<file path="src/rtl/note_sequencer_if.sv">
// Pattern write bus for note_sequencer: one-cycle write strobe with a registered acknowledge.
interface note_sequencer_if;
  logic       WR_EN;
  logic [3:0] WR_ADDR;
  logic [7:0] WR_NOTE;
  logic [2:0] WR_FORM;
  logic       WR_REST;
  logic       WR_ACK;

  modport master (
    output WR_EN, WR_ADDR, WR_NOTE, WR_FORM, WR_REST,
    input  WR_ACK
  );

  modport slave (
    input  WR_EN, WR_ADDR, WR_NOTE, WR_FORM, WR_REST,
    output WR_ACK
  );
endinterface

</file>
<file path="src/rtl/note_sequencer.sv">
// 16-step pattern sequencer feeding note, waveform and gate to a synth voice.
// Optional ping-pong traversal is built when SEQ_PINGPONG_EN is defined.
module note_sequencer #(
  parameter int TEMPO_W   = 24,
  parameter int INIT_NOTE = 69
) (
  input  logic               CLK,
  input  logic               RESET_N,
  input  logic               RUN,
  input  logic [TEMPO_W-1:0] TEMPO,
  input  logic [TEMPO_W-1:0] GATE_LEN,
  input  logic [3:0]         LAST_STEP,
  input  logic               PP_MODE,
  note_sequencer_if.slave    wr,
  output logic [7:0]         NOTE,
  output logic [2:0]         FORM,
  output logic               GATE,
  output logic [3:0]         STEP,
  output logic               STEP_STB
);

  typedef enum logic [1:0] {
    IDLE     = 2'd0,
    GATE_ON  = 2'd1,
    GATE_OFF = 2'd2
  } state_t;

  typedef struct packed {
    logic [7:0] note;
    logic [2:0] form;
    logic       rest;
  } entry_t;

  localparam entry_t             RESET_ENTRY = '{note: 8'(INIT_NOTE), form: 3'd0, rest: 1'b0};
  localparam logic [TEMPO_W-1:0] TICK_ONE    = TEMPO_W'(1);
  localparam logic [TEMPO_W:0]   TICK_ONE_X  = (TEMPO_W + 1)'(1);

  entry_t             pattern [16];
  entry_t             load_entry;
  state_t             state_q, state_d;
  logic [TEMPO_W-1:0] tick_q, tick_d;
  logic [TEMPO_W:0]   tick_inc;
  logic [3:0]         step_d, next_idx, load_idx;
  logic [7:0]         note_d;
  logic [2:0]         form_d;
  logic               gate_d, stb_d, load, step_adv;

  // NOTE: the pattern lives in flops, not a RAM macro, because every entry must
  // return to its default while reset is held.
  always_ff @(posedge CLK or negedge RESET_N) begin
    if (!RESET_N) begin
      for (int i = 0; i < 16; i++) pattern[i] <= RESET_ENTRY;
      wr.WR_ACK <= 1'b0;
    end else begin
      wr.WR_ACK <= wr.WR_EN;
      if (wr.WR_EN)
        pattern[wr.WR_ADDR] <= '{note: wr.WR_NOTE, form: wr.WR_FORM, rest: wr.WR_REST};
    end
  end

  assign step_adv = (state_q != IDLE) && RUN && (tick_q >= TEMPO);
  assign tick_inc = {1'b0, tick_q} + TICK_ONE_X;

`ifdef SEQ_PINGPONG_EN
  logic dir_rev_q, dir_rev_d, dir_rev_nxt;

  // Endpoints are played once per turn: the turn happens on leaving them.
  always_comb begin
    next_idx    = 4'd0;
    dir_rev_nxt = dir_rev_q;
    if (!PP_MODE) begin
      dir_rev_nxt = 1'b0;
      next_idx    = (STEP >= LAST_STEP) ? 4'd0 : STEP + 4'd1;
    end else if (!dir_rev_q) begin
      if (STEP < LAST_STEP) begin
        next_idx = STEP + 4'd1;
      end else if (LAST_STEP != 4'd0) begin
        next_idx    = LAST_STEP - 4'd1;
        dir_rev_nxt = 1'b1;
      end
    end else begin
      if (STEP > LAST_STEP) begin
        next_idx = LAST_STEP;
      end else if (STEP != 4'd0) begin
        next_idx = STEP - 4'd1;
      end else begin
        dir_rev_nxt = 1'b0;
        next_idx    = (LAST_STEP == 4'd0) ? 4'd0 : 4'd1;
      end
    end
  end

  always_comb begin
    dir_rev_d = PP_MODE ? dir_rev_q : 1'b0;
    if (state_q == IDLE || !RUN) dir_rev_d = 1'b0;
    else if (step_adv)           dir_rev_d = dir_rev_nxt;
  end

  always_ff @(posedge CLK or negedge RESET_N) begin
    if (!RESET_N) dir_rev_q <= 1'b0;
    else          dir_rev_q <= dir_rev_d;
  end
`else
  logic unused_pp_mode;
  assign unused_pp_mode = PP_MODE;

  // A lowered LAST_STEP that strands STEP above it also wraps to 0.
  always_comb next_idx = (STEP >= LAST_STEP) ? 4'd0 : STEP + 4'd1;
`endif

  // NOTE: every output of this block gets a default first, so no path leaves a
  // variable unassigned and no latch is inferred.
  always_comb begin
    state_d  = state_q;
    tick_d   = tick_q;
    step_d   = STEP;
    note_d   = NOTE;
    form_d   = FORM;
    gate_d   = GATE;
    stb_d    = 1'b0;
    load     = 1'b0;
    load_idx = next_idx;

    case (state_q)
      IDLE: begin
        tick_d = '0;
        step_d = 4'd0;
        gate_d = 1'b0;
        if (RUN) begin
          load     = 1'b1;
          load_idx = 4'd0;
        end
      end
      default: begin
        if (!RUN) begin
          state_d = IDLE;
          tick_d  = '0;
          step_d  = 4'd0;
          gate_d  = 1'b0;
        end else if (step_adv) begin
          load = 1'b1;
        end else begin
          tick_d = tick_q + TICK_ONE;
          if (state_q == GATE_ON && tick_inc >= {1'b0, GATE_LEN}) begin
            state_d = GATE_OFF;
            gate_d  = 1'b0;
          end
        end
      end
    endcase

    // The memory read happens before this edge's write lands, so a coincident
    // write to the loaded address is seen only on the next visit.
    load_entry = pattern[load_idx];
    if (load) begin
      tick_d = '0;
      step_d = load_idx;
      stb_d  = 1'b1;
      if (!load_entry.rest) begin
        note_d = load_entry.note;
        form_d = load_entry.form;
      end
      if (!load_entry.rest && GATE_LEN != '0) begin
        state_d = GATE_ON;
        gate_d  = 1'b1;
      end else begin
        state_d = GATE_OFF;
        gate_d  = 1'b0;
      end
    end
  end

  // NOTE: state registers use non-blocking assignments so every flop samples
  // the pre-edge values regardless of statement order.
  always_ff @(posedge CLK or negedge RESET_N) begin
    if (!RESET_N) begin
      state_q  <= IDLE;
      tick_q   <= '0;
      STEP     <= 4'd0;
      NOTE     <= 8'(INIT_NOTE);
      FORM     <= 3'd0;
      GATE     <= 1'b0;
      STEP_STB <= 1'b0;
    end else begin
      state_q  <= state_d;
      tick_q   <= tick_d;
      STEP     <= step_d;
      NOTE     <= note_d;
      FORM     <= form_d;
      GATE     <= gate_d;
      STEP_STB <= stb_d;
    end
  end

endmodule

</file>
<file path="src/flat_wrapper.sv">
// flat-port wrapper written by rule: the top's interface ports become plain ports
module note_sequencer_flat 
#(
  parameter int TEMPO_W   = 24,
  parameter int INIT_NOTE = 69
)
  (CLK, RESET_N, RUN, TEMPO, GATE_LEN, LAST_STEP, PP_MODE, NOTE, FORM, GATE, STEP, STEP_STB, wr_WR_EN, wr_WR_ADDR, wr_WR_NOTE, wr_WR_FORM, wr_WR_REST, wr_WR_ACK);
  note_sequencer_if wr_i ();
  input  logic CLK;
  input  logic RESET_N;
  input  logic RUN;
  input  logic [TEMPO_W-1:0] TEMPO;
  input  logic [TEMPO_W-1:0] GATE_LEN;
  input  logic [3:0] LAST_STEP;
  input  logic PP_MODE;
  output logic [7:0] NOTE;
  output logic [2:0] FORM;
  output logic GATE;
  output logic [3:0] STEP;
  output logic STEP_STB;
  input wire logic [$bits(wr_i.WR_EN)-1:0] wr_WR_EN;
  input wire logic [$bits(wr_i.WR_ADDR)-1:0] wr_WR_ADDR;
  input wire logic [$bits(wr_i.WR_NOTE)-1:0] wr_WR_NOTE;
  input wire logic [$bits(wr_i.WR_FORM)-1:0] wr_WR_FORM;
  input wire logic [$bits(wr_i.WR_REST)-1:0] wr_WR_REST;
  output wire logic [$bits(wr_i.WR_ACK)-1:0] wr_WR_ACK;
  assign wr_i.WR_EN = wr_WR_EN;
  assign wr_i.WR_ADDR = wr_WR_ADDR;
  assign wr_i.WR_NOTE = wr_WR_NOTE;
  assign wr_i.WR_FORM = wr_WR_FORM;
  assign wr_i.WR_REST = wr_WR_REST;
  assign wr_WR_ACK = wr_i.WR_ACK;
  note_sequencer #(.TEMPO_W(TEMPO_W), .INIT_NOTE(INIT_NOTE)) u_core (.CLK(CLK), .RESET_N(RESET_N), .RUN(RUN), .TEMPO(TEMPO), .GATE_LEN(GATE_LEN), .LAST_STEP(LAST_STEP), .PP_MODE(PP_MODE), .wr(wr_i), .NOTE(NOTE), .FORM(FORM), .GATE(GATE), .STEP(STEP), .STEP_STB(STEP_STB));
endmodule
</file>
<file path="config.mk">
export PLATFORM = sky130hd
export DESIGN_NAME = note_sequencer_flat
export DESIGN_NICKNAME = d
export VERILOG_FILES = /design/src/rtl/note_sequencer_if.sv /design/src/rtl/note_sequencer.sv /design/src/flat_wrapper.sv
export SDC_FILE = /design/constraint.sdc
export NUM_CORES = 1
export LEC_CHECK = 0
export ABC_AREA = 1
export CORE_MARGIN = 2
export CORE_UTILIZATION = 48
export DETAILED_ROUTE_END_ITERATION = 6
export PLACE_DENSITY = 0.67
export SLEW_MARGIN = 30
export SYNTH_ARGS = -nofsm -noshare
export SYNTH_HDL_FRONTEND = slang
export SYNTH_SLANG_ARGS = --single-unit
</file>
<file path="constraint.sdc">
create_clock -name CLK -period 4.05 [get_ports CLK]
set_input_delay 0.6075 -clock CLK [delete_from_list [all_inputs] [get_ports CLK]]
set_output_delay 0.6075 -clock CLK [all_outputs]
set_load 0.03 [all_outputs]
</file>
==> results of run 1 <==
## worst max-delay path, stage by stage, from the launching register on
cell	delay, ps
sky130_fd_sc_hd__dfrtp_1	400
sky130_fd_sc_hd__inv_1	80
sky130_fd_sc_hd__nor2_1	130
sky130_fd_sc_hd__nand2_1	100
sky130_fd_sc_hd__nor2_1	100
sky130_fd_sc_hd__buf_4	140
sky130_fd_sc_hd__inv_1	50
sky130_fd_sc_hd__nor2_2	180
sky130_fd_sc_hd__nand4_1	180
sky130_fd_sc_hd__nor3_1	190
sky130_fd_sc_hd__nand2_1	120
sky130_fd_sc_hd__xor2_1	190
sky130_fd_sc_hd__inv_1	70
sky130_fd_sc_hd__ha_1	270
sky130_fd_sc_hd__nand2_1	110
sky130_fd_sc_hd__o21bai_1	130
sky130_fd_sc_hd__a21oi_1	90
sky130_fd_sc_hd__nor2_1	110
sky130_fd_sc_hd__nor2_1	50
sky130_fd_sc_hd__nor2_1	90
sky130_fd_sc_hd__nand3_1	160
sky130_fd_sc_hd__nand2_1	120
sky130_fd_sc_hd__nand2_1	70
sky130_fd_sc_hd__a21oi_1	130
sky130_fd_sc_hd__nor2_1	50
## synthesized netlist by cell type, drive strengths merged, types with 8 or more instances
library cell  number
clkbuf            55
dfrtp            185
nor2             233
dfstp             51
nand2            326
o21ai            255
xnor2              8
inv              155
nand4             20
xor2              12
nor3              10
ha                54
nand3             56
a21oi             66
buf               30
o211ai            44
## final cells by class
class                      instances  area [um2]  share of cell area, %
clock inverter                    13         154                   1.06
timing repair buffer             115        1150                   7.91
clock buffer                      34         721                   4.95
multi-input combinational       1098        5550                   38.2
inverter                         155         582                   4.00
tap                              335         419                   2.88
sequential                       236        5970                   41.0
## worst min-delay path by stage
stage / from / to / depth (start not counted)
2_1_floorplan: RESET_N / u_core.FORM[0] / 0
6_report: u_core.NOTE[2] / u_core.NOTE[2] / 2
3_5_place_dp: u_core.NOTE[2] / u_core.NOTE[2] / 2
5_1_grt: u_core.pattern[57] / u_core.pattern[57] / 2
4_1_cts: RESET_N / u_core.STEP[0] / 1
3_3_place_gp: u_core.pattern[179] / u_core.pattern[179] / 2
## power by group through the flow
stage | sequential, mW | clock [mW] | combinational, mW
global placement | 3.19 | 0 | 2.82
detailed placement | 3.20 | 0 | 2.87
floorplan | 3.25 | 0 | 1.97
CTS | 3.16 | 2.45 | 2.89
global route | 3.23 | 2.56 | 3.22
finish | 3.17 | 2.40 | 2.88
## per-layer routing
metal / track usage (%) / part of all wire [%] / routed length, um / up-vias
li1: - / - / - / 5248
met1: 33.3 / 45 / 14500 / 4983
met2: 39.5 / 46 / 14900 / 305
met3: 2.90 / 5.8 / 1870 / 61
met4: 7.05 / 2.8 / 892 / 0
met5: 0 / 0 / 0 / -
## through the flow
step / utilization, % / worst slack, ps / instances
after floorplan: - / 1200 / 1574
after global placement: 52.8 / 646 / 1937
after detailed placement: 52.8 / 625 / 1937
after CTS: 56.1 / 613 / 1984
after global routing: 56.3 / 243 / 1986
final: 56.3 / 647 / 1986
## sequential cells by signal, indices dropped and copies added (netlist names)
register          cells
u_core.wr.WR_ACK      1
u_core.pattern      192
u_core.NOTE           8
u_core.tick_q        24
u_core.state_q        2
u_core.STEP_STB       1
u_core.FORM           3
u_core.GATE           1
u_core.STEP           4
## cells in the final DEF, fill, tap and decap left out, types with 8 or more instances in the layout
cell,instances
sky130_fd_sc_hd__a21oi_1,54
sky130_fd_sc_hd__a21oi_2,11
sky130_fd_sc_hd__buf_4,21
sky130_fd_sc_hd__clkbuf_16,26
sky130_fd_sc_hd__clkdlybuf4s50_1,88
sky130_fd_sc_hd__clkinv_2,8
sky130_fd_sc_hd__dfrtp_1,185
sky130_fd_sc_hd__dfstp_2,51
sky130_fd_sc_hd__ha_1,54
sky130_fd_sc_hd__inv_1,152
sky130_fd_sc_hd__nand2_1,325
sky130_fd_sc_hd__nand3_1,51
sky130_fd_sc_hd__nand4_1,20
sky130_fd_sc_hd__nor2_1,231
sky130_fd_sc_hd__nor3_1,9
sky130_fd_sc_hd__o211ai_1,43
sky130_fd_sc_hd__o21ai_0,236
sky130_fd_sc_hd__o21ai_1,19
sky130_fd_sc_hd__xnor2_1,8
sky130_fd_sc_hd__xor2_1,12
## what timing repair did
| item | in CTS | in global routing |
|---|---|---|
| endpoints found under the setup margin | 0 | 0 |
| buffers inserted | 0 | 0 |
| endpoints found under the hold margin | 0 | 30 |
| hold buffers | 0 | 1 |
## cells by family after synthesis
family          after synthesis
simple gates                653
fa+ha+maj                    54
buf+inv                     240
compound gates              371
flops                       236
xor+xnor                     20
==> qor.csv, run 1 <==
stage,metric,value,unit
setup_path,register_to_register_path_setup_slack,650,ps
floorplan,core_area,25800,um2
setup_path,timing_worst_setup_path_type,flip-flop to flip-flop,
timing,grt_setup_unrepaired,no,
pwr,net-switching-power,3.11,mW
floorplan,top_level_ports,91,
pwr,p_sw_share,36.7,%
timing,fin_setup_tns,0,ps
timing,setup_viol,0,
logic_synthesis,synth-async-reset-ratio,100,%
timing,final_max_slew_viol_count,0,
final_layout,filler_cell_count,2368,
detailed_routing,detail_route.wirelength,32.2,mm
logic_synthesis,synth_seq_area_share,47.7,%
pwr,worst_ir_drop_vdd,0.000425,V
setup_path,critPathCapture,u_core.state_q[1],
setup_path,startpoint_type,flip-flop,
detailed_routing,vias,10600,
logic_synthesis,yosys_warnings,0,
outcome,run_status,completed,
clock_tree,cts.reportedPaths.clkPinSlew,60,ps
logic_synthesis,synth-simple-area-share,21.2,%
floorplan,die_x,166,um
timing,final.hold.worst_slack,470,ps
timing,finClkSkew,18.9,ps
floorplan,design.die.area,27400,um2
logic_synthesis,mappedNetlistNets,1701,
global_routing,grt-ovfl-total,0,
global_routing,grt_antenna_before_repair,0,
logic_synthesis,synthAdderAreaFrac,5.40,%
pwr,pwr-share-clk,28.4,%
floorplan,rows,59,
pwr,internal_power,5.35,mW
place,dp.final_hpwl,21.3,mm
setup_path,worst-path-max-fanout,5,
detailed_routing,post-route-drc-count,0,
setup_path,critical_path.reg2reg.endpoint,u_core.state_q[1],
detailed_routing,first_pass_iters,5,
logic_synthesis,parity_gate_share_of_the_synthesized_area_counting_xor_and_xnor_cells,1.40,%
setup_path,crit-reg2reg-launch,u_core.tick_q[0],
floorplan,initial_core_util,48.5,%
logic_synthesis,synth-main-ff-cell,sky130_fd_sc_hd__dfrtp_1,
final_layout,syn_to_final_growth,16.2,%
hold_path,min-delay-path-class,flip-flop to flip-flop,
logic_synthesis,synth.distinct_cells,39,
setup_path,worstSetupEndpointType,flip-flop,
clock_tree,clock_tree.buffer_depth,3,
clock_tree,cts_tree,yes,
timing,worst-slew-pin-transition,957,ps
timing,worst_slew_margin_rel,36.0,%
logic_synthesis,synth_area,12500,um2
detailed_routing,drt-wirelength-per-cell,16.2,um
timing,layout_min_cycle_time,3400,ps
pwr,seq_power_share,37.5,%
setup_path,reg2regPathDepth,24,
global_routing,grt_start_max_net_pins,120,
clock_tree,count_of_h_tree_levels_built_during_cts,1,
timing,min_period_over_period,84.0,%
clock_tree,post_cts_resized,0,
timing,final-hold-violation-count,0,
logic_synthesis,synth_area_leader_cell,sky130_fd_sc_hd__dfrtp_1,
logic_synthesis,yosys_register_bits,236,
setup_path,worst_ep_required_time,4480,ps
pwr,power_density_over_the_cells,581,nW/um2
final_layout,drive_above_1_share,8.96,%
logic_synthesis,post_synth_main_area_contributors,"sky130_fd_sc_hd__dfrtp_1 (37%), sky130_fd_sc_hd__dfstp_2 (11%), sky130_fd_sc_hd__nand2_1 (9.7%), sky130_fd_sc_hd__o21ai_0 (9.4%), sky130_fd_sc_hd__nor2_1 (6.9%)",
clock_tree,cts-buffers-inserted,26,
global_routing,groute.usage.overall,24.0,%
place,post_dp_area,13600,um2
logic_synthesis,synth_edf_count,0,
global_routing,grt_pass1_wl,52.0,mm
detailed_routing,avgViaCountPerCell,5.34,
logic_synthesis,main_combinational_cell_family_by_area_after_synthesis,simple AND/OR/NAND/NOR gates,
setup_path,cp-startpoint,u_core.tick_q[0],
final_layout,design.final.nets,1759,
detailed_routing,antenna_violation_net_count_after_detailed_routing,0,
logic_synthesis,post_synth_mux_area_share,0,%
timing,fmax,294,MHz
detailed_routing,detail_route.iter0.violations,929,
clock_tree,clock_latency,530,ps
logic_synthesis,synth.avg_cell_area,7.96,um2
clock_tree,cts.sinks,236,
place,gp_routability_congestion,0.854,
clock_tree,root_buffer,sky130_fd_sc_hd__clkbuf_16,
pwr,combPwrFrac,34.1,%
logic_synthesis,post_synth_inst_count,1574,
final_layout,diodes,0,
global_routing,vias_in_the_first_global_route,10100,
pwr,p_total,8.45,mW
logic_synthesis,synth_compound_gate_area_share,16.3,%
logic_synthesis,synth_top_area_share,37.0,%
run,cap_viol_max_count,0,
final_layout,layout.cell_area.non_filler,14500,um2
place,portBuffers,89,
floorplan,floorplan.die.height,166,um
pwr,cellLeakagePower,6.89,nW
setup_path,worst-endpoint-arrival,3830,ps
Note: power is estimated with default switching activity, not from simulation.
==> run 2: changes to the inputs <==
Clock period 4.05 ns to 3.2 ns, I/O delays scaled along.
==> run 2 against run 1 <==
  * Critical endpoint is now u_core.state_q[0]
  * Sequential power is 27% higher
  * Die area did not move
  * Global-route usage rose by 0.15 points
  * Clock power rose by 27%
  * Register-to-register slack worse by 460 ps
  * Clock skew shrank 5.5 ps
  * Cell area grew 1.9%
==> qor.csv, run 2 (synthesis gave the netlist of run 1 again) <==
stage,metric,value,unit,change
final_layout,filler_cell_count,2370,,+0.084%
setup_path,worst_ep_required_time,3610,ps,-870 ps
detailed_routing,vias,10700,,+0.64%
clock_tree,cts.reportedPaths.clkPinSlew,60,ps,about the same
setup_path,worstSetupEndpointType,flip-flop,,
final_layout,multi_input_comb_area,5640,um2,+1.6%
floorplan,floorplan.die.height,166,um,unchanged
final_layout,sequential_cell_area,5970,um2,about the same
setup_path,timing_worst_setup_path_type,flip-flop to flip-flop,,
floorplan,design.die.area,27400,um2,unchanged
floorplan,top_level_ports,91,,unchanged
setup_path,path_buf_inv,2,,-2
global_routing,grt_start_max_net_pins,75,,-38%
timing,min_period_over_period,94.0,%,+10 points
global_routing,grt_pass1_wl,52.1,mm,+0.20%
timing,worst_slew_margin_rel,59.9,%,+24 points
detailed_routing,avgViaCountPerCell,5.31,,-0.46%
clock_tree,cts_tree,yes,,
floorplan,rows,59,,unchanged
timing,final_max_slew_viol_count,0,,unchanged
clock_tree,cts-buffers-inserted,26,,unchanged
timing,final.hold.worst_slack,471,ps,+0.784 ps
final_layout,layout.cell_area.non_filler,14800,um2,+1.9%
setup_path,register_to_register_path_setup_slack,190,ps,-460 ps
final_layout,syn_to_final_growth,18.4,%,
place,dp.final_hpwl,21.8,mm,+2.5%
place,portBuffers,89,,unchanged
setup_path,critPathSlowestCell,sky130_fd_sc_hd__dfrtp_1,,
global_routing,grt-ovfl-total,0,,unchanged
setup_path,worst-path-max-fanout,3,,-2
detailed_routing,antenna_violation_net_count_after_detailed_routing,0,,unchanged
floorplan,die_x,166,um,unchanged
detailed_routing,detail_route.iter0.violations,971,,+4.5%
place,post_dp_area,13800,um2,+1.3%
clock_tree,root_buffer,sky130_fd_sc_hd__clkbuf_16,,
outcome,run_status,completed,,
detailed_routing,first_pass_iters,5,,unchanged
setup_path,path_cells,nand2_1 > nor2_2 > nand2_2 > nor2_4 > inv_2 > nor2_2 > nand4_1 > nor3_2 > nand2_1 > xor2_2 > inv_2 > ha_4 > nand2_2 > o21bai_1 > a21oi_1 > nor2_1 > nor2_1 > nor2_1 > nand3_2 > nand2_2 > nand2_2 > nand2_1 > nand2_1 > nand2_1,,
timing,worst-slew-pin-transition,602,ps,-355 ps
timing,setup_viol,0,,unchanged
timing,fin_setup_tns,0,ps,unchanged
setup_path,max_stage_delay,380,ps,-20 ps
final_layout,final_core_util,57.4,%,+1.1 points
floorplan,initial_core_util,48.5,%,unchanged
global_routing,grt_antenna_before_repair,0,,unchanged
timing,layout_min_cycle_time,3010,ps,-395 ps
detailed_routing,drt-wirelength-per-cell,16.2,um,+0.30%
hold_path,min-delay-path-class,flip-flop to flip-flop,,
global_routing,grt_use_met3,3.32,%,+0.42 points
pwr,worst_ir_drop_vdd,0.000497,V,+17%
setup_path,most_numerous_cell_on_the_critical_path,sky130_fd_sc_hd__nand2_1,,
final_layout,layoutNonFillerInstCount,2008,,+1.1%
setup_path,startpoint_type,flip-flop,,
global_routing,vias_in_the_first_global_route,10100,,+0.66%
global_routing,groute.usage.overall,24.1,%,+0.15 points
pwr,power_density_over_the_cells,728,nW/um2,+25%
setup_path,worst-endpoint-arrival,3420,ps,-410 ps
setup_path,timing.critical_path.max_delay_family,simple AND/OR/NAND/NOR gates,,
clock_tree,count_of_h_tree_levels_built_during_cts,1,,unchanged
floorplan,core_area,25800,um2,unchanged
global_routing,grt.met2_usage,39.9,%,+0.40 points
timing,fmax,332,MHz,+13%
final_layout,layout_top_registers,"u_core.pattern (192), u_core.tick_q (24), u_core.NOTE (8)",,
final_layout,final_common_cell,sky130_fd_sc_hd__nand2_1,,
clock_tree,clock_tree.buffer_depth,3,,unchanged
pwr,cellLeakagePower,7.01,nW,+1.8%
place,gp_routability_congestion,0.918,,+7.5%
detailed_routing,post-route-drc-count,0,,unchanged
final_layout,most_flops_register,u_core.pattern,,
final_layout,diodes,0,,unchanged
clock_tree,clock_latency,520,ps,about the same
final_layout,drive_above_1_share,11.2,%,+2.3 points
final_layout,largest_register_ff_count,192,,unchanged
clock_tree,cts.sinks,236,,unchanged
final_layout,design.final.nets,1781,,+1.3%
global_routing,global_route.usage.met1,33.1,%,-0.25 points
final_layout,layout.cells.most_common_list,"sky130_fd_sc_hd__nand2_1 (320), sky130_fd_sc_hd__o21ai_0 (236), sky130_fd_sc_hd__nor2_1 (227)",,
timing,finClkSkew,13.3,ps,-5.51 ps
timing,final-hold-violation-count,0,,unchanged
detailed_routing,detail_route.wirelength,32.6,mm,+1.4%
run,cap_viol_max_count,0,,unchanged
place,place_inst,1956,,+0.98%
global_routing,grt_most_used_layer,met2,,
run 2: per-stage QoR:
| step | power, mW | setup WS, ps |
|---|---|---|
| 2_1_floorplan | 6.61 | 349 |
| 3_3_place_gp | 7.69 | 112 |
| 3_5_place_dp | 7.77 | 103 |
| 4_1_cts | 10.8 | 83.2 |
| 5_1_grt | 11.5 | -135 |
| 6_report | 10.8 | 192 |
run 2: final cells by class:
| class | count | share of cell area (%) |
|---|---|---|
| clock buffer | 38 | 5.24 |
| clock inverter | 9 | 0.692 |
| inverter | 155 | 3.92 |
| multi-input combinational | 1098 | 38.0 |
| sequential | 236 | 40.3 |
| tap | 335 | 2.83 |
| timing repair buffer | 137 | 9.00 |
run 2: metal layers:
layer	part of all wire, %	vias to the layer above
li1	-	5295
met1	45	5027
met2	47	285
met3	5.9	58
met4	2.8	0
met5	0	-
run 2: final timing paths:
path / start / to / cells after the start
min in group asynchronous: RESET_N / u_core.NOTE[7] / 2
hold / removal: u_core.NOTE[2] / u_core.NOTE[2] / 2
setup reg to reg: u_core.tick_q[1] / u_core.state_q[0] / 24
hold reg to reg: u_core.NOTE[2] / u_core.NOTE[2] / 2
setup / recovery: u_core.tick_q[1] / u_core.state_q[0] / 24
max in group asynchronous: RESET_N / u_core.pattern[190] / 3
run 2: timing repair:
| action | CTS | global route |
|---|---|---|
| hold endpoints to repair | 63 | 0 |
| resized for setup | 0 | 24 |
| buffers inserted | 0 | 4 |
| hold buffers | 1 | 0 |
| endpoints found under the setup margin | 0 | 3 |
run 2: power breakdown:
group	total [mW]	internal [mW]	switching (mW)
logic	3.74	1.31	2.43
clock network	3.04	1.84	1.20
registers	4.02	3.69	0.322
run 2: tightest hold or removal path: cells and delay by family, from the launching register on:
| kind | cells | cell delay [ps] |
|---|---|---|
| and+or+nand+nor | 2 | 110 |
| DFF | 1 | 370 |
==> run 3: changes to the inputs <==
Settings changed: ABC_CLOCK_PERIOD_IN_PS set to 2800.
Clock period 3.2 ns to 2.8 ns, I/O delays scaled along.
==> run 3 against run 2 <==
  * The flow now finishes with violations (DRC, setup timing)
  * Die area unchanged
  * Setup slack got worse by 420 ps
  * Maximum frequency down 0.55%
  * Sequential power is 14% higher
  * Routed wire length rose by 2.0%
  * Hold slack worse by 24 ps
  * Cell area rose by 4.0%
  * Critical path depth is 2 lower
  * Cell count grew 3.1%
  * Count of clock-buffer cells in the layout rose by 4
  * First-iteration DRC count fell by 22%
  * Clock power increased by 18%
  * Critical endpoint is now u_core.state_q[1]
==> qor.csv, run 3 (synthesis gave the netlist of run 1 again) <==
stage,metric,value,unit,change
timing,grt_setup_unrepaired,yes,,
detailed_routing,vias,10900,,+2.7%
clock_tree,cts-buffers-inserted,27,,+3.8%
global_routing,vias_in_the_first_global_route,10300,,+1.4%
setup_path,startpoint_type,flip-flop,,
global_routing,grt_antenna_before_repair,0,,unchanged
final_layout,final_core_util,59.6,%,+2.3 points
setup_path,max_stage_delay,380,ps,about the same
final_layout,syn_to_final_growth,23.1,%,
pwr,cellLeakagePower,7.37,nW,+5.1%
timing,fmax,331,MHz,-0.55%
outcome,violations,"DRC, setup timing",,
outcome,run_status,"complete, but fails checks",,
timing,layout_min_cycle_time,3020,ps,+16.5 ps
setup_path,timing_worst_setup_path_type,flip-flop to flip-flop,,
floorplan,die_x,166,um,unchanged
final_layout,design.final.nets,1841,,+3.4%
setup_path,worst_ep_required_time,3210,ps,-400 ps
final_layout,diodes,0,,unchanged
floorplan,floorplan.die.height,166,um,unchanged
setup_path,path_cells,ha_2 > nand3_4 > nor2_4 > inv_2 > nor3_4 > buf_6 > nand4_1 > xor2_1 > inv_1 > ha_1 > nand2_1 > inv_1 > o21bai_1 > a21oi_1 > nor2_1 > nor2_1 > nor2_1 > nand3_2 > nand2_1 > nand2_1 > a21oi_1 > nor2_1,,
timing,final-hold-violation-count,0,,unchanged
place,dp.final_hpwl,22.6,mm,+3.6%
clock_tree,cts_tree,yes,,
timing,finClkSkew,29.4,ps,+16.1 ps
setup_path,worstSetupEndpointType,flip-flop,,
run,cap_viol_max_count,0,,unchanged
setup_path,worst-path-max-fanout,3,,unchanged
pwr,worst_ir_drop_vdd,0.000545,V,+9.7%
global_routing,groute.usage.overall,24.6,%,+0.52 points
place,gp_routability_congestion,0.881,,-4.0%
detailed_routing,detail_route.iter0.violations,753,,-22%
global_routing,grt_pass1_wl,53.2,mm,+2.3%
setup_path,most_numerous_cell_on_the_critical_path,sky130_fd_sc_hd__nor2_1,,
clock_tree,cts.sinks,236,,unchanged
detailed_routing,drt-wirelength-per-cell,16.1,um,-1.0%
timing,final_max_slew_viol_count,0,,unchanged
pwr,power_density_over_the_cells,831,nW/um2,+14%
final_layout,layout.cells.most_common_list,"sky130_fd_sc_hd__nand2_1 (322), sky130_fd_sc_hd__o21ai_0 (236), sky130_fd_sc_hd__nor2_1 (225)",,
final_layout,drive_above_1_share,14.4,%,+3.1 points
setup_path,worst-endpoint-arrival,3440,ps,+20 ps
floorplan,top_level_ports,91,,unchanged
timing,min_period_over_period,108,%,+14 points
final_layout,largest_register_ff_count,192,,unchanged
timing,post-route-worst-setup-slack,-225,ps,-416 ps
final_layout,layout_top_registers,"u_core.pattern (192), u_core.tick_q (24), u_core.NOTE (8)",,
timing,worst-slew-pin-transition,570,ps,-32.0 ps
clock_tree,clock_latency,540,ps,+20 ps
detailed_routing,avgViaCountPerCell,5.29,,-0.42%
clock_tree,count_of_h_tree_levels_built_during_cts,1,,unchanged
clock_tree,root_buffer,sky130_fd_sc_hd__clkbuf_16,,
detailed_routing,detail_route.wirelength,33.3,mm,+2.0%
timing,setup_viol,3,,+3
setup_path,critPathSlowestCell,sky130_fd_sc_hd__dfrtp_1,,
timing,worst_slew_margin_rel,62.0,%,+2.1 points
detailed_routing,first_pass_iters,7,,+2
final_layout,most_flops_register,u_core.pattern,,
timing,fin_setup_tns,-459,ps,-459 ps
final_layout,final_common_cell,sky130_fd_sc_hd__nand2_1,,
hold_path,min-delay-path-class,primary input to async pin,,
floorplan,core_area,25800,um2,unchanged
global_routing,grt_start_max_net_pins,65,,-13%
floorplan,initial_core_util,48.5,%,unchanged
place,portBuffers,89,,unchanged
detailed_routing,antenna_violation_net_count_after_detailed_routing,0,,unchanged
clock_tree,clock_tree.buffer_depth,3,,unchanged
global_routing,grt-ovfl-total,0,,unchanged
detailed_routing,post-route-drc-count,7,,+7
clock_tree,cts.reportedPaths.clkPinSlew,60,ps,about the same
floorplan,rows,59,,unchanged
floorplan,design.die.area,27400,um2,unchanged
final_layout,filler_cell_count,2291,,-3.3%
-- run 3: cell types whose count changed in the layout (fill, tap and decap cells not counted), sizes merged --
cell and delta:
clkbuf +4, clkinvlp -2, inv +2, clkinv -1
buf +59
-- run 3: final cells by class --
type | count | area, um2 | area share [%]
Sequential cell | 236 | 5970 | 38.7
Multi-Input combinational cell | 1098 | 5650 | 36.7
Timing Repair Buffer | 196 | 1870 | 12.1
Clock buffer | 42 | 822 | 5.33
Inverter | 155 | 582 | 3.78
Tap cell | 335 | 419 | 2.72
Clock inverter | 8 | 100 | 0.650
-- run 3: critical path, delay by kind of cell (launching register included) --
family / cells / cell delay (ps)
AO/OA/AOI/OAI: 3 / 330
XOR/XNOR: 1 / 210
adder cells (fa/ha/maj): 2 / 500
buffers and inverters: 4 / 280
flip-flops: 1 / 380
AND/OR/NAND/NOR: 12 / 1180
-- run 3: layer usage --
metal	vias to the layer above	wire length, um	global-route usage [%]
met1	5123	14800	34.0
met4	0	865	7.17
met5	-	0	0
li1	5424	-	-
met2	350	15400	40.7
met3	51	2170	3.50
-- run 3: stage by stage --
| stage | hold slack (ps) | worst slack [ps] | std cells | cell area, um2 | total power, mW |
|---|---|---|---|---|---|
| floorplan | 124 | 8.03 | 1574 | 12500 | 7.56 |
| global placement | 405 | -142 | 2009 | 14300 | 9.14 |
| detailed placement | 407 | -186 | 2009 | 14300 | 9.25 |
| CTS | 443 | -128 | 2067 | 15300 | 12.9 |
| global route | 480 | -391 | 2070 | 15400 | 13.6 |
| finish | 447 | -225 | 2070 | 15400 | 12.8 |
-- run 3: timing repair --
| item | CTS | global route |
|---|---|---|
| pin swaps | 6 | 6 |
| hold buffers | 1 | 0 |
| endpoints found under the setup margin | 3 | 3 |
| endpoints found under the hold margin | 41 | 0 |
| buffers inserted | 7 | 3 |
| resized for setup | 11 | 13 |
-- run 3: power by group --
group	internal [mW]	switching, mW	leakage [nW]
Combinational	1.79	2.84	4.04
Clock	2.20	1.39	0.454
Sequential	4.22	0.371	2.88
Total	8.21	4.60	7.37
-- run 3: path summary, 6_finish.rpt --
path | start | cells after the start | to | slack [ps]
worst min register to register | u_core.NOTE[6] | 2 | u_core.NOTE[6] | 470
min in group CLK | wr_WR_NOTE[2] | 3 | u_core.pattern[114] | 450
worst max-delay path | u_core.tick_q[0] | 22 | u_core.state_q[1] | -220
worst max register to register | u_core.tick_q[0] | 22 | u_core.state_q[1] | -220
worst min-delay path | RESET_N | 2 | u_core.FORM[0] | 450
max in group asynchronous | RESET_N | 3 | u_core.pattern[76] | 1560
